[src/rtl/seq_addsub_pkg.sv]
// Shared types and sizing helpers for the chunked sequential add/subtract unit.
package seq_addsub_pkg;

  typedef enum logic [1:0] {
    IDLE = 2'd0,
    RUN  = 2'd1,
    DONE = 2'd2
  } state_e;

  function automatic int numChunks(input int width, input int chunk);
    return width / chunk;
  endfunction

  // A single-chunk configuration still needs a one-bit counter to stay legal.
  function automatic int cntWidth(input int nch);
    return (nch > 1) ? $clog2(nch) : 1;
  endfunction

endpackage

[src/rtl/seq_addsub_if.sv]
// Operand/result handshake bundle for seq_addsub.
interface seq_addsub_if #(
  parameter int WIDTH = 16
);
  logic             in_valid;
  logic             in_ready;
  logic [WIDTH-1:0] x;
  logic [WIDTH-1:0] y;
  logic             sub;
  logic [WIDTH-1:0] s;
  logic             co;
  logic             ovf;
  logic             out_valid;
  logic             out_ready;

  modport master (
    output in_valid, x, y, sub, out_ready,
    input  in_ready, s, co, ovf, out_valid
  );

  modport slave (
    input  in_valid, x, y, sub, out_ready,
    output in_ready, s, co, ovf, out_valid
  );
endinterface

[src/rtl/seq_addsub_rca_chunk.sv]
// CHUNK-bit ripple-carry slice built from full-adder cells; exposes the carry
// into its top bit so the caller can derive signed overflow.
module fa_cell (
  input  logic a,
  input  logic b,
  input  logic cin,
  output logic s,
  output logic cout
);
  assign s    = a ^ b ^ cin;
  assign cout = (a & b) | (cin & (a ^ b));
endmodule

module rca_chunk #(
  parameter int CHUNK = 4
) (
  input  logic [CHUNK-1:0] x,
  input  logic [CHUNK-1:0] y,
  input  logic             ci,
  output logic [CHUNK-1:0] s,
  output logic             co,
  output logic             c_msb
);
  logic [CHUNK:0] c;

  assign c[0] = ci;

  for (genvar i = 0; i < CHUNK; i++) begin : gen_fa
    fa_cell u_fa (
      .a    (x[i]),
      .b    (y[i]),
      .cin  (c[i]),
      .s    (s[i]),
      .cout (c[i+1])
    );
  end

  assign co    = c[CHUNK];
  assign c_msb = c[CHUNK-1];
endmodule

[src/rtl/seq_addsub.sv]
// Multi-cycle add/subtract: one CHUNK-wide ripple slice reused NCH times with
// the carry held in a register between passes.
module seq_addsub
  import seq_addsub_pkg::*;
#(
  parameter int WIDTH = 16,
  parameter int CHUNK = 4
) (
  input logic         clk,
  input logic         rst,
  seq_addsub_if.slave bus
);
  localparam int NCH  = numChunks(WIDTH, CHUNK);
  localparam int CNTW = cntWidth(NCH);

  state_e            state_q;
  logic [CNTW-1:0]   count_q;
  logic [WIDTH-1:0]  a_q;
  logic [WIDTH-1:0]  b_q;
  logic [WIDTH-1:0]  s_q;
  logic              carry_q;
  logic              co_q;
  logic              ovf_q;

  logic [CHUNK-1:0]  sliceA;
  logic [CHUNK-1:0]  sliceB;
  logic [CHUNK-1:0]  sliceSum;
  logic              sliceCo;
  logic              sliceCmsb;

  always_comb begin
    sliceA = a_q[count_q*CHUNK +: CHUNK];
    sliceB = b_q[count_q*CHUNK +: CHUNK];
  end

  rca_chunk #(.CHUNK(CHUNK)) u_slice (
    .x     (sliceA),
    .y     (sliceB),
    .ci    (carry_q),
    .s     (sliceSum),
    .co    (sliceCo),
    .c_msb (sliceCmsb)
  );

  // Subtraction is folded in at accept time: b is stored inverted and the
  // initial carry is 1, so RUN never needs to know the mode.
  always_ff @(posedge clk or posedge rst) begin
    if (rst) begin
      state_q <= IDLE;
      count_q <= '0;
      a_q     <= '0;
      b_q     <= '0;
      s_q     <= '0;
      carry_q <= 1'b0;
      co_q    <= 1'b0;
      ovf_q   <= 1'b0;
    end else begin
      case (state_q)
        IDLE: begin
          if (bus.in_valid) begin
            a_q     <= bus.x;
            b_q     <= bus.y ^ {WIDTH{bus.sub}};
            carry_q <= bus.sub;
            count_q <= '0;
            s_q     <= '0;
            state_q <= RUN;
          end
        end
        RUN: begin
          s_q[count_q*CHUNK +: CHUNK] <= sliceSum;
          carry_q                     <= sliceCo;
          if (count_q == CNTW'(NCH - 1)) begin
            co_q    <= sliceCo;
            ovf_q   <= sliceCmsb ^ sliceCo;
            state_q <= DONE;
          end else begin
            count_q <= count_q + 1'b1;
          end
        end
        DONE: begin
          if (bus.out_ready) state_q <= IDLE;
        end
        default: state_q <= IDLE;
      endcase
    end
  end

  assign bus.s         = s_q;
  assign bus.co        = co_q;
  assign bus.ovf       = ovf_q;
  assign bus.in_ready  = (state_q == IDLE);
  assign bus.out_valid = (state_q == DONE);
endmodule

[src/flat_wrapper.sv]
// flat-port wrapper written by rule: the top's interface ports become plain ports
module seq_addsub_flat import seq_addsub_pkg::*;
#(
  parameter int WIDTH = 16,
  parameter int CHUNK = 4
)
  (clk, rst, bus_in_valid, bus_x, bus_y, bus_sub, bus_out_ready, bus_in_ready, bus_s, bus_co, bus_ovf, bus_out_valid);
  seq_addsub_if #(.WIDTH(WIDTH)) bus_i ();
  input logic clk;
  input logic rst;
  input wire logic [$bits(bus_i.in_valid)-1:0] bus_in_valid;
  input wire logic [$bits(bus_i.x)-1:0] bus_x;
  input wire logic [$bits(bus_i.y)-1:0] bus_y;
  input wire logic [$bits(bus_i.sub)-1:0] bus_sub;
  input wire logic [$bits(bus_i.out_ready)-1:0] bus_out_ready;
  output wire logic [$bits(bus_i.in_ready)-1:0] bus_in_ready;
  output wire logic [$bits(bus_i.s)-1:0] bus_s;
  output wire logic [$bits(bus_i.co)-1:0] bus_co;
  output wire logic [$bits(bus_i.ovf)-1:0] bus_ovf;
  output wire logic [$bits(bus_i.out_valid)-1:0] bus_out_valid;
  assign bus_i.in_valid = bus_in_valid;
  assign bus_i.x = bus_x;
  assign bus_i.y = bus_y;
  assign bus_i.sub = bus_sub;
  assign bus_i.out_ready = bus_out_ready;
  assign bus_in_ready = bus_i.in_ready;
  assign bus_s = bus_i.s;
  assign bus_co = bus_i.co;
  assign bus_ovf = bus_i.ovf;
  assign bus_out_valid = bus_i.out_valid;
  seq_addsub #(.WIDTH(WIDTH), .CHUNK(CHUNK)) u_core (.clk(clk), .rst(rst), .bus(bus_i));
endmodule
[config.mk]
export PLATFORM = sky130hd
export DESIGN_NAME = seq_addsub_flat
export DESIGN_NICKNAME = d
export VERILOG_FILES = /design/src/rtl/seq_addsub_pkg.sv /design/src/rtl/seq_addsub_if.sv /design/src/rtl/seq_addsub_rca_chunk.sv /design/src/rtl/seq_addsub.sv /design/src/flat_wrapper.sv
export SDC_FILE = /design/constraint.sdc
export NUM_CORES = 1
export LEC_CHECK = 0
export CAP_MARGIN = 20
export CORE_MARGIN = 10
export CORE_UTILIZATION = 30
export CTS_CLUSTER_SIZE = 28
export DETAILED_ROUTE_END_ITERATION = 8
export DONT_BUFFER_PORTS = 1
export SETUP_SLACK_MARGIN = 0.3
export SLEW_MARGIN = 10
export SYNTH_ARGS = -nofsm -noshare
export SYNTH_HDL_FRONTEND = slang
export SYNTH_SLANG_ARGS = --single-unit
[constraint.sdc]
create_clock -name clk -period 9.39 [get_ports clk]
set_input_delay 1.4085 -clock clk [delete_from_list [all_inputs] [get_ports clk]]
set_output_delay 1.4085 -clock clk [all_outputs]
set_load 0.01 [all_outputs]
After elaboration in Yosys (flattened, before gate mapping)
Index checks and enable logic that the tools add are counted.
Cells by class
  add/sub/neg operators: 2
  equal/unequal tests: 7
  shifts and indexed selects: 4
  multiplexer cells: 12
  bitwise logic cells: 22
  reduce and logical (&&, ||, !) cells: 7
Operator list (number)
  4-bit negation with 34-bit output: 1
  4-bit by 34-bit variable shift with 16-bit output (first input constant): 1
  4-bit by 34-bit indexed part select with 16-bit output: 1
  16-bit one-hot mux with 2 select lines: 1
  16-bit by 5-bit indexed part select with 4-bit output: 2
  16-bit bitwise mux: 1
  16-bit two-way mux: 1
  16-bit XOR: 1
  2-bit two-way mux: 5
  1-bit XOR: 9
  1-bit AND: 8
  2-bit != test (second input constant): 3
  2-bit one-hot mux with 3 select lines: 1
  2-bit AND reduction: 3
  3-bit AND reduction: 2
  2-bit equality test (second input constant): 2
  1-bit OR: 4
  2-bit one-hot mux with 2 select lines: 1
  2-bit by 1-bit adder with 2-bit output (second input constant): 1
  2-bit by 1-bit equality test with 1-bit output (second input constant): 1
  2-bit logical NOT: 1
  2-bit by 1-bit != test with 1-bit output (second input constant): 1
  1-bit one-hot mux with 2 select lines: 1
  2-bit nonzero test: 1
  1-bit two-way mux: 1
Storage, ports and cells
  register bits after elaboration: 55
  bits of input ports: 37
  output and inout port bits: 20
  word-level logic and storage cells: 62

Depth between registers and ports, before layout
  depth in word-level cells: 12
  depth in mapped cells: 13
  mapped depth without buffers: 11

By module
A second synthesis with hierarchy kept.
Second synthesis, totals
  cells, all modules: 206
  area total of the unflattened synthesis: 2681.3 um^2
Modules (own cells, without submodules)
  seq_addsub: times used 1, cells an instance 202, area each 2601.2 um^2, sequential area each 1376.3 um^2
  fa_cell: times used 4, cells an instance 1, area each 20.0 um^2, sequential area each 0.0 um^2

Least setup slack after synthesis
Ideal clock, no wire load.
  path kind: reg-to-reg
  start: reg u_core.count_q[1]
  end: reg u_core.ovf_q, in the netlist u_core.bus.ovf
  library setup time: 125 ps
  arrival time: 2818 ps
  data required time: 9265 ps
  path slack: 6448 ps
  cell stages (with the launch flop): 13
  buffers on the path: 1
  period minus slack after synthesis: 2942 ps
  path through: dfrtp_1 > buf_2 > mux4_2 > inv_1 > fa_1 > inv_1 > fa_1 > inv_1 > fa_1 > inv_1 > fa_1 > xnor2_1 > mux2_2
Between the ends
  longest elaborated chain between the ends: 11
  elaborated cells between the ends (all ways): 21
  those cells by class: 1 x eq/ne; 2 x shift; 17 x bitwise; 1 x reduce/logical
Ends and longest elaborated chain
  from (decl): line seq_addsub.sv:17  | logic [CNTW-1:0] count_q;
  from (signal assigned): line seq_addsub.sv:77  | count_q <= count_q + 1'b1;
  16-bit by 5-bit indexed part select with 4-bit output, on equally long branches: line seq_addsub.sv:32, seq_addsub.sv:33
  1-bit XOR: line seq_addsub_rca_chunk.sv:11  | assign cout = (a & b) | (cin & (a ^ b));
  1-bit AND: line seq_addsub_rca_chunk.sv:11
  1-bit OR: line seq_addsub_rca_chunk.sv:11
  1-bit AND: line seq_addsub_rca_chunk.sv:11
  1-bit OR: line seq_addsub_rca_chunk.sv:11
  1-bit AND: line seq_addsub_rca_chunk.sv:11
  1-bit OR: line seq_addsub_rca_chunk.sv:11
  1-bit AND: line seq_addsub_rca_chunk.sv:11
  1-bit OR *: line seq_addsub_rca_chunk.sv:11
  named net u_core.sliceCo: line seq_addsub.sv:28  | logic sliceCo;
  1-bit XOR *: line seq_addsub.sv:74  | ovf_q <= sliceCmsb ^ sliceCo;
  to (signal assigned): line seq_addsub.sv:74
  to (decl): line seq_addsub.sv:23  | logic ovf_q;
Mark *: on every way through the listed nets, which the timed path passes. The rest lies on a longest branch.
A chain may end at the register's enable or synchronous reset.

Final worst setup path
  start: reg u_core.count_q[0]
  end: reg u_core.ovf_q, in the netlist u_core.bus.ovf
The elaborated chain is that of the path after synthesis.

==> impl_results.md <==
* Outcome: finished, final reports clean
* Count of final hold-check violations at 0
* # port buffers at 0
* Max-cap violation count at 0
* Chip height at 114.6 um
* Area contributors post-synth: dfrtp_1 51%, mux2_2 7.6%, mux4_2 6.7%
* Placer congestion estimate at 0.7321
* Number of flops mapped to enable cells by yosys at 0
* Mapped Area at 2683 um^2
* Worst R2R End: u_core.bus.ovf$_DFFE_PP0P_
* Worst Setup SP: u_core.count_q[0]$_DFFE_PP0P_
* CP required at 9590 ps
* H-tree levels at 2
* Cts repair resizes at 0
* Hold-fix buffers, CTS at 0
* CTS Root Cell: clkbuf_8
* Tmin final at 3335 ps
* Register area at 1376 um^2
* HP Class: reg -> reg
* Routed WL per cell at 18.78 um
* Async set or reset register ratio after synthesis at 100.0%
* Total GRT Usage at 9.400%
* Min-Delay Path Depth at 1
* Initial antenna violation count at 0
* DR iter-0 viols at 87
* Clock tree sinks at 55
* Worst path max stage delay at 840 ps
* Clock Latency Late Sink at 310 ps
* Crit path buf inv count at 4
* Worst r2r path cells at 11
* Pin count of the biggest net entering global routing at 56
* Vias/cell at 4.944
* First-pass DRT Iterations at 4
* Area share of the largest cell type after synthesis at 51.31%
* Count of final setup violators at 0
* CTS Buf Count at 5
* DRT antenna net count at 0
* Grt met2 use at 15.06%
* CTS tree: done
* Max Slew Vio Count at 0
* Worst Setup EP: u_core.bus.ovf$_DFFE_PP0P_
* Setup Buffers After CTS at 0
* Area of the multi-input gates at 1186 um^2
* Yosys Warn Count at 0
* Switching Fraction at 41.38%
* Vias at 1597
* Yosys reg bits at 55
* Crit-path slowest cell: dfrtp_1
* Final worst path period share at 35.51%
* Cell breakdown of the critical path: mux4_2 -> inv_1 -> fa_1 -> inv_1 -> fa_1 -> inv_1 -> fa_1 -> inv_1 -> fa_1 -> xnor2_1 -> mux2_2
* Peak supply drop at 0.0001359 V
* Die W at 114.6 um
* Site row count at 34
* Dominant cell type by area after synthesis: dfrtp_1
* Worst-path clk slew at 90 ps
* Clock Skew at 10.11 ps
* Cell internal pwr at 643.0 uW
* Top_reg_cell synth: dfrtp_1
* # DRC at 0
* Routed Wire Length at 6.065 mm
* Number of instances in the placed design at 315
* Fill cells at 875
* Global route overflow at 0
* Fmax at 299.9 MHz
* Sequential fraction of the synthesis area at 51.31%
* Least-Margin Pin Slew at 750.4 ps
* CP Class: reg -> reg
* NumNets Final at 259
* Synth Net Count at 262
* Area growth from synthesis to layout at 6.110%
* Cells after Synth at 217
* GR Layer Usage met1 at 11.58%
* CP endpoint kind: flip-flop
* # diodes at 0
* Routing usage on met3 at 4.140%
* Combinational share of power at 47.5%
* Top Ports at 57
* Slew HR at 49.98%
* Post-synth top cells: 55 x dfrtp_1, 20 x nor2_1, 18 x a21oi_1, 18 x mux2_2, 17 x xnor2_1
* First-pass GRT wire length at 9.722 mm
* RSZ-0062 raised after global routing: false
* Unique masters post-synth at 33
* Worst path arrival time at 3530 ps
* Syn_area_per_cell at 12.36 um^2
* Fin area at 2846 um^2
* GRT Max-Usage Layer: met2
* Top-count cell post-synth: dfrtp_1
* Crit-path max FO at 18
* Clock share of power at 11.5%
* Layout cells sized above 1 at 17.21%
* Reg-to-reg slack, setup at 6060 ps
* Total negative slack at 0 ps
* Static Leak at 1.180 nW
* Starting Density at 30.76%
* Core area at 8721 um^2
* Switch Pwr at 453.8 uW
* DP Area at 2765 um^2
* Core Util, Final at 32.64%
* DIE AREA at 13120 um^2
* R2r startpoint: u_core.count_q[0]$_DFFE_PP0P_
* Flop pwr share at 41.0%
* Hpwl dp at 4.526 mm
* Vias in the first global route at 1668
* Stages on worst setup path at 11
* PD cells at 385.3 nW/um^2
* Startpoint class of the critical path: flip-flop
* Finished Layout Cells at 323
* Clock buffer depth at 2
* Delay-heaviest family, CP: adder cells
## stage by stage
step / hold WS (ps) / setup WS (ps) / power [mW]
final: 510.6 / 6055 / 1.097
after global routing: 530.3 / 5803 / 1.194
after CTS: 517.0 / 6057 / 1.113
after detailed placement: 494.4 / 6063 / 0.9850
after global placement: 494.8 / 6153 / 0.9678
after floorplan: 475.1 / 6448 / 0.8362
## area by class of cell
cell class                 instances  area share [%]
clock buffer                       7           2.681
clock inverter                     1          0.1758
inverter                          14           1.846
multi-input combinational        136           41.67
sequential                        55           48.35
tap                              108           4.747
timing repair buffer               2          0.5275
## logic make-up (layout without fill, tap and decap cells)
family | Yosys count | count (layout) | share of synthesized area, %
DFF | 55 | 55 | 51.31
xor gates and xnor gates | 17 | 17 | 5.550
and+or+nand+nor | 40 | 40 | 7.883
muxes | 26 | 26 | 14.27
AOI/OAI and AO/OA | 45 | 45 | 11.43
buffers and inverters | 26 | 24 | 4.711
adders and majority gates | 8 | 8 | 4.851
## registers in the layout (all words and copies together) (netlist names)
register        cells
u_core.a_q         16
u_core.b_q         16
u_core.bus.co       1
u_core.bus.ovf      1
u_core.bus.s       16
u_core.carry_q      1
u_core.count_q      2
u_core.state_q      2
## worst min path at each step
stage / start / end
after floorplan: u_core.a_q[11]$_DFFE_PP0P_ / u_core.a_q[11]$_DFFE_PP0P_
after global placement: u_core.a_q[13]$_DFFE_PP0P_ / u_core.a_q[13]$_DFFE_PP0P_
after detailed placement: u_core.a_q[13]$_DFFE_PP0P_ / u_core.a_q[13]$_DFFE_PP0P_
after CTS: u_core.a_q[13]$_DFFE_PP0P_ / u_core.a_q[13]$_DFFE_PP0P_
after global routing: u_core.a_q[15]$_DFFE_PP0P_ / u_core.a_q[15]$_DFFE_PP0P_
final: u_core.a_q[13]$_DFFE_PP0P_ / u_core.a_q[13]$_DFFE_PP0P_
## layout by cell type (no fill, tap or decap)
cell | synthesis | routed
o22ai_1 | 1 | 1
nor3b_1 | 1 | 1
a22oi_1 | 2 | 2
inv_1 | 14 | 13
o2bb2ai_1 | 8 | 8
ha_1 | 4 | 4
nor3b_4 | 1 | 2
a21oi_1 | 18 | 18
fa_1 | 4 | 4
and4_1 | 1 | 1
nor2_1 | 20 | 20
nand3_1 | 1 | 1
clkinv_2 | 0 | 1
xnor2_1 | 17 | 17
nor4b_1 | 1 | 1
o21ai_0 | 2 | 2
nor4_1 | 1 | 1
mux4_2 | 8 | 8
buf_4 | 3 | 2
clkbuf_1 | 0 | 2
clkbuf_8 | 0 | 5
or4_1 | 1 | 1
nand2b_1 | 2 | 2
inv_2 | 0 | 1
mux2_2 | 18 | 18
nand4_1 | 1 | 1
a22o_1 | 8 | 8
dfrtp_1 | 55 | 55
o21bai_1 | 1 | 1
nor2b_1 | 1 | 1
nand2_1 | 6 | 6
nor3_1 | 1 | 1
a21o_1 | 5 | 5
or3b_1 | 1 | 1
## power groups by stage
stage,clock network [mW],logic (mW),registers (mW)
3_3_place_gp,0,0.511,0.457
4_1_cts,0.130,0.529,0.454
2_1_floorplan,0,0.436,0.400
3_5_place_dp,0,0.527,0.458
6_report,0.126,0.521,0.450
5_1_grt,0.140,0.583,0.471
## metal layers
| layer | share of wire [%] | wire [um] | up-vias |
|---|---|---|---|
| met2 | 49 | 2953 | 49 |
| met4 | 0.40 | 24 | 0 |
| met1 | 43 | 2595 | 791 |
| li1 | - | - | 753 |
| met5 | 0 | 0 | - |
| met3 | 8.1 | 492 | 4 |
Note: power is estimated with default switching activity, not from simulation.
